## src/rtl/regfile_param_2r1w_if.sv

```systemverilog
// Bus bundle for the 2-read/1-write register file: one write port and
// two read ports, plus the Busy flag from the clear sequencer.
interface regfile_param_2r1w_if #(
    parameter int DATA_WIDTH = 4,
    parameter int ADDR_WIDTH = 5
);
    logic [DATA_WIDTH-1:0] D;
    logic [ADDR_WIDTH-1:0] W_ADR;
    logic                  W_en;
    logic [ADDR_WIDTH-1:0] A_ADR;
    logic [DATA_WIDTH-1:0] AD;
    logic [ADDR_WIDTH-1:0] B_ADR;
    logic [DATA_WIDTH-1:0] BD;
    logic                  Busy;

    // The switch matrix side drives addresses and write data
    modport master (
        output D, W_ADR, W_en, A_ADR, B_ADR,
        input  AD, BD, Busy
    );

    // The register file side returns read data and the Busy flag
    modport slave (
        input  D, W_ADR, W_en, A_ADR, B_ADR,
        output AD, BD, Busy
    );
endinterface

```

## src/rtl/regfile_param_2r1w.sv

```systemverilog
// Parametrised 2-read/1-write register file BEL.
// After every reset a clear sequencer walks the whole array writing zeros;
// while it runs (and while reset is held) writes are ignored and reads
// return 0. Each read port has an optional write-first bypass and an
// optional output register, both selected by ConfigBits.
module regfile_param_2r1w #(
    parameter int DATA_WIDTH   = 4,
    parameter int ADDR_WIDTH   = 5,
    parameter int DEPTH        = 32,
    parameter int NoConfigBits =
        4
) (
    input  logic                    UserCLK,
    input  logic                    UserRST_n,
    input  logic [NoConfigBits-1:0] ConfigBits,
    regfile_param_2r1w_if.slave     bus
);

    typedef enum logic {
        CLEAR,
        RUN
    } state_t;

    localparam logic [ADDR_WIDTH:0]   DEPTH_EXT = (ADDR_WIDTH + 1)'(DEPTH);
    localparam logic [ADDR_WIDTH-1:0] LAST_ADR  = ADDR_WIDTH'(DEPTH - 1);

    logic [DATA_WIDTH-1:0] mem [0:DEPTH-1];

    state_t                state;
    state_t                state_next;
    logic [ADDR_WIDTH-1:0] clr_addr;
    logic [ADDR_WIDTH-1:0] clr_addr_next;

    logic                  busy;
    logic                  mem_we;
    logic [ADDR_WIDTH-1:0] mem_wa;
    logic [DATA_WIDTH-1:0] mem_wd;

    logic                  a_valid;
    logic                  b_valid;
    logic                  w_valid;
    logic [DATA_WIDTH-1:0] a_raw;
    logic [DATA_WIDTH-1:0] b_raw;
    logic [DATA_WIDTH-1:0] ad_reg;
    logic [DATA_WIDTH-1:0] bd_reg;

    logic cfg_a_reg;
    logic cfg_b_reg;
    logic cfg_a_byp;
    logic cfg_b_byp;

    assign cfg_a_reg = ConfigBits[0];
    assign cfg_b_reg = ConfigBits[1];
    assign cfg_a_byp = ConfigBits[2];
    assign cfg_b_byp = ConfigBits[3];

    assign busy    = (state == CLEAR);
    assign a_valid = ({1'b0, bus.A_ADR} < DEPTH_EXT);
    assign b_valid = ({1'b0, bus.B_ADR} < DEPTH_EXT);
    assign w_valid = ({1'b0, bus.W_ADR} < DEPTH_EXT);

    // Sequencer state register; reset restarts the clear walk at entry 0
    always_ff @(posedge UserCLK) begin
        if (!UserRST_n) begin
            state    <= CLEAR;
            clr_addr <= '0;
        end else begin
            state    <= state_next;
            clr_addr <= clr_addr_next;
        end
    end

    // Clear walk advances one entry per edge and hands over to RUN after the last one
    always_comb begin
        state_next    = state;
        clr_addr_next = clr_addr;
        if (state == CLEAR) begin
            clr_addr_next = clr_addr + 1'b1;
            if (clr_addr == LAST_ADR) begin
                state_next = RUN;
            end
        end
    end

    // Single write port shared by the clear sequencer and the user
    always_comb begin
        mem_we = 1'b0;
        mem_wa = bus.W_ADR;
        mem_wd = bus.D;
        if (busy) begin
            mem_we = 1'b1;
            mem_wa = clr_addr;
            mem_wd = '0;
        end else if (bus.W_en && w_valid) begin
            mem_we = 1'b1;
        end
    end

    // Array update; nothing is written while reset is held
    always_ff @(posedge UserCLK) begin
        if (UserRST_n && mem_we) begin
            mem[mem_wa] <= mem_wd;
        end
    end

    // Raw read values: zero while busy or out of range, optional write-first forwarding
    always_comb begin
        a_raw = '0;
        b_raw = '0;
        if (!busy && a_valid) begin
            if (cfg_a_byp && bus.W_en && (bus.W_ADR == bus.A_ADR)) begin
                a_raw = bus.D;
            end else begin
                a_raw = mem[bus.A_ADR];
            end
        end
        if (!busy && b_valid) begin
            if (cfg_b_byp && bus.W_en && (bus.W_ADR == bus.B_ADR)) begin
                b_raw = bus.D;
            end else begin
                b_raw = mem[bus.B_ADR];
            end
        end
    end

    // Output registers capture the raw read values every edge
    always_ff @(posedge UserCLK) begin
        if (!UserRST_n) begin
            ad_reg <= '0;
            bd_reg <= '0;
        end else begin
            ad_reg <= a_raw;
            bd_reg <= b_raw;
        end
    end

    assign bus.AD   = cfg_a_reg ? ad_reg : a_raw;
    assign bus.BD   = cfg_b_reg ? bd_reg : b_raw;
    assign bus.Busy = busy;

endmodule
```

## src/flat_wrapper.sv

```systemverilog
// flat-port wrapper written by rule: the top's interface ports become plain ports
module regfile_param_2r1w_flat 
#(
    parameter int DATA_WIDTH   = 4,
    parameter int ADDR_WIDTH   = 5,
    parameter int DEPTH        = 32,
    parameter int NoConfigBits =
        4
)
  (UserCLK, UserRST_n, ConfigBits, bus_D, bus_W_ADR, bus_W_en, bus_A_ADR, bus_B_ADR, bus_AD, bus_BD, bus_Busy);
  regfile_param_2r1w_if #(.DATA_WIDTH(DATA_WIDTH), .ADDR_WIDTH(ADDR_WIDTH)) bus_i ();
  input  logic UserCLK;
  input  logic UserRST_n;
  input  logic [NoConfigBits-1:0] ConfigBits;
  input wire logic [$bits(bus_i.D)-1:0] bus_D;
  input wire logic [$bits(bus_i.W_ADR)-1:0] bus_W_ADR;
  input wire logic [$bits(bus_i.W_en)-1:0] bus_W_en;
  input wire logic [$bits(bus_i.A_ADR)-1:0] bus_A_ADR;
  input wire logic [$bits(bus_i.B_ADR)-1:0] bus_B_ADR;
  output wire logic [$bits(bus_i.AD)-1:0] bus_AD;
  output wire logic [$bits(bus_i.BD)-1:0] bus_BD;
  output wire logic [$bits(bus_i.Busy)-1:0] bus_Busy;
  assign bus_i.D = bus_D;
  assign bus_i.W_ADR = bus_W_ADR;
  assign bus_i.W_en = bus_W_en;
  assign bus_i.A_ADR = bus_A_ADR;
  assign bus_i.B_ADR = bus_B_ADR;
  assign bus_AD = bus_i.AD;
  assign bus_BD = bus_i.BD;
  assign bus_Busy = bus_i.Busy;
  regfile_param_2r1w #(.DATA_WIDTH(DATA_WIDTH), .ADDR_WIDTH(ADDR_WIDTH), .DEPTH(DEPTH), .NoConfigBits(NoConfigBits)) u_core (.UserCLK(UserCLK), .UserRST_n(UserRST_n), .ConfigBits(ConfigBits), .bus(bus_i));
endmodule
```

## config.mk

```make
export PLATFORM = sky130hd
export DESIGN_NAME = regfile_param_2r1w_flat
export DESIGN_NICKNAME = d
export VERILOG_FILES = /design/src/rtl/regfile_param_2r1w_if.sv /design/src/rtl/regfile_param_2r1w.sv /design/src/flat_wrapper.sv
export SDC_FILE = /design/constraint.sdc
export NUM_CORES = 1
export LEC_CHECK = 0
export BUFFER_PORTS_ARGS = -buffer_cell sky130_fd_sc_hd__clkbuf_2
export CORE_AREA = 2 2 119 121
export CTS_BUF_LIST = sky130_fd_sc_hd__clkbuf_16
export CTS_CLUSTER_SIZE = 12
export DETAILED_ROUTE_END_ITERATION = 7
export DIE_AREA = 0 0 121 123
export GPL_TIMING_DRIVEN = 0
export PLACE_DENSITY_LB_ADDON = 0.3
export SLEW_MARGIN = 20
export SYNTH_ARGS = -nofsm -noshare
export SYNTH_HDL_FRONTEND = slang
export SYNTH_SLANG_ARGS = --single-unit
```

## constraint.sdc

```tcl
create_clock -name UserCLK -period 11 [get_ports UserCLK]
set_clock_uncertainty 0.05 [all_clocks]
set_input_delay 3.3 -clock UserCLK [delete_from_list [all_inputs] [get_ports UserCLK]]
set_output_delay 3.3 -clock UserCLK [all_outputs]
set_load 0.005 [all_outputs]
```

==> metrics.txt <==
Die W 121 um; Regs by FF count u_core.mem x128, u_core.clr_addr x5; core box area 13600 um^2; cell mode on critical path clkbuf_2; Hold Crit Class register to register; Slew headroom 0.473; EDFF count, synth 128; crit path capture type primary output; Biggest register u_core.mem; DR pass1 iterations 6; Period minus WS final 8.99 ns; Mapped Cells 561; syn_area_per_cell 12.9 um^2; first-pass GRT wire length 31200 um; Mapped Nets 589; final setup vio count 0; largest net degree at the start of global routing 35; Top delay family on crit path buffers and inverters; GPL Wtd Cong 1.01; H-tree Lvls 4; Post-synth top cells mux2i_1, edfxtp_1, a22oi_1, nor2_1, a21oi_1; # hold bufs at CTS 0; # Max-Cap Violations 0; CP cell instances clkbuf_2 > nor2_1 > clkbuf_1 > a22oi_1 > a21oi_1 > or4_1 > o221ai_1 > clkbuf_2; clock network power share 0.453; Chip Height 123 um; Clock Path Buffers 2; worst hold stages 2; clock slew at the register clock pins of the worst setup and hold paths 0.06 ns; n_diodes 0; Slew Viols, Final 0; VDD IR max 0.000121 V; CTS tree done; worst path required time 7.65 ns; Distinct cells, synth 43; Yosys top cell by area edfxtp_1; vias 5310; CTS resizes 0; top cells by area, synth edfxtp_1, mux2i_1, a22oi_1; Final WS setup 2.01 ns; P_sw 0.301 mW; vias in the first global route 5338; Fin. Hold Viols 0; Design Power 1.26 mW; growth of design area from synthesis to finish 13.7%; CTS Sinks 142; Initial Util 0.534; DRC 0; Vias/cell 6.60; RSZ-0062 raised after global routing false; Largest register FFs 128; Cell Rows 43; worst reg2reg path depth 5; Synth Cell Area 7260 um^2; Sw Share 0.239; Fmax 0.111 GHz; share of flip-flops with an asynchronous set or reset 0; worst slack, placed 2.16 ns; worst-skew pair later-pin latency 0.43 ns; most common cell in the netlist mux2i_1; Worst path slowest cell clkbuf_1; initial antenna violation count 0; Reg power frac 0.466; drt wl/cell 26.2 um; clk root buf clkbuf_16; All-Layer GR Usage 0.295; Worst Path Buf+Inv 3; DRT antenna net count 0; share of cells above drive strength 1 0.154; Num CTS Buffers 17; status completed; Comb power frac 0.081; CP startpoint kind input port; Worst Tran Pin Value 0.789 ns; Seq/Total Area, Yosys 0.568; total die area 14900 um^2; Worst Setup Path Type input port to primary output; worst-path fanout max 10; post-synth top area share 0.529; pwr dens 152 nW/um^2; Final nets 639; YS warnings 0; number of port buffers 31; Setup Fix Bufs, Post-CTS 0; most common flop cell mapped by yosys edfxtp_1; GRT overflow 0; design internal power 0.955 mW; post-detail-place hpwl 14900 um; num ports 35; Pleak 3.08 nW; largest stage delay on the critical path 0.65 ns; #FFs+latches synth 142; wire length after detailed routing 21100 um; CP Data Arrival Time 5.64 ns; Initial DRC Count 686; Setup Total Neg Slack 0 ns; number of cells on the critical path 8; crit share post-route 0.817
-- metrics by stage --
stage / cells / hold slack [ns] / cell area, um^2 / utilization
6_report: 804 / 0.449 / 8260 / 0.607
5_1_grt: 804 / 0.502 / 8260 / 0.607
4_1_cts: 804 / 0.449 / 8260 / 0.607
3_5_place_dp: 772 / 0.439 / 7670 / 0.563
3_3_place_gp: 772 / 0.433 / 7640 / 0.562
2_1_floorplan: 561 / 0.421 / 7260 / -
-- final timing paths --
kind | start | endpoint | slack [ns]
hold reg to reg | u_core.clr_addr[0] | u_core.clr_addr[0] | 0.45
setup / recovery | bus_B_ADR[0] | bus_BD[2] | 2.01
hold / removal | u_core.clr_addr[0] | u_core.clr_addr[0] | 0.45
setup reg to reg | u_core.state | u_core.mem[6][3] | 8.32
-- placed cells by master (no fill, tap or decap), types with 10 or more instances in the layout --
cell type	synthesis	routed
mux2i_1	131	131
edfxtp_1	128	128
a22oi_1	57	57
nor2_1	39	36
clkbuf_2	0	31
a21oi_1	30	30
nand2_1	28	28
clkbuf_16	0	20
dfxtp_1	14	14
inv_1	9	10
-- cells by family (layout without fill, tap and decap cells) --
logic type,Yosys count,count (layout),synth area share
simple gates,116,116,0.0779
xor+xnor,11,11,0.0133
flops,142,142,0.568
compound gates,114,114,0.107
mux,136,136,0.194
buf+inv,40,103,0.0362
fa+ha+maj,2,2,0.00344
-- power groups by stage --
stage / Clock [mW] / Combinational (mW) / Sequential, mW
floorplan: 0 / 0.0649 / 0.596
global placement: 0 / 0.0958 / 0.597
detailed placement: 0 / 0.0979 / 0.597
CTS: 0.570 / 0.0983 / 0.586
global route: 0.592 / 0.105 / 0.586
finish: 0.568 / 0.102 / 0.586
-- routing by layer --
layer | up-vias | global-route usage | part of all wire
met5 | - | 0 | 0
met4 | 0 | 0.152 | 0.040
met3 | 72 | 0.0696 | 0.10
met2 | 388 | 0.498 | 0.49
met1 | 2556 | 0.353 | 0.37
li1 | 2294 | - | -
-- final cells by class --
type | instances | area (um^2)
plain buffers | 30 | 225
clock buffers | 20 | 500
clock inverters | 12 | 93.8
fillers | 1025 | 5350
inverters | 10 | 37.5
multi-input cells | 379 | 2900
flip-flops and latches | 142 | 4120
well taps | 180 | 225
repair buffers | 31 | 155
-- worst min-delay path: cells and delay by family, from the launching register on --
| kind | cells | cell delay (ns) |
|---|---|---|
| simple gates | 2 | 0.13 |
| flops | 1 | 0.32 |
Power figures use the tool's default switching activity.
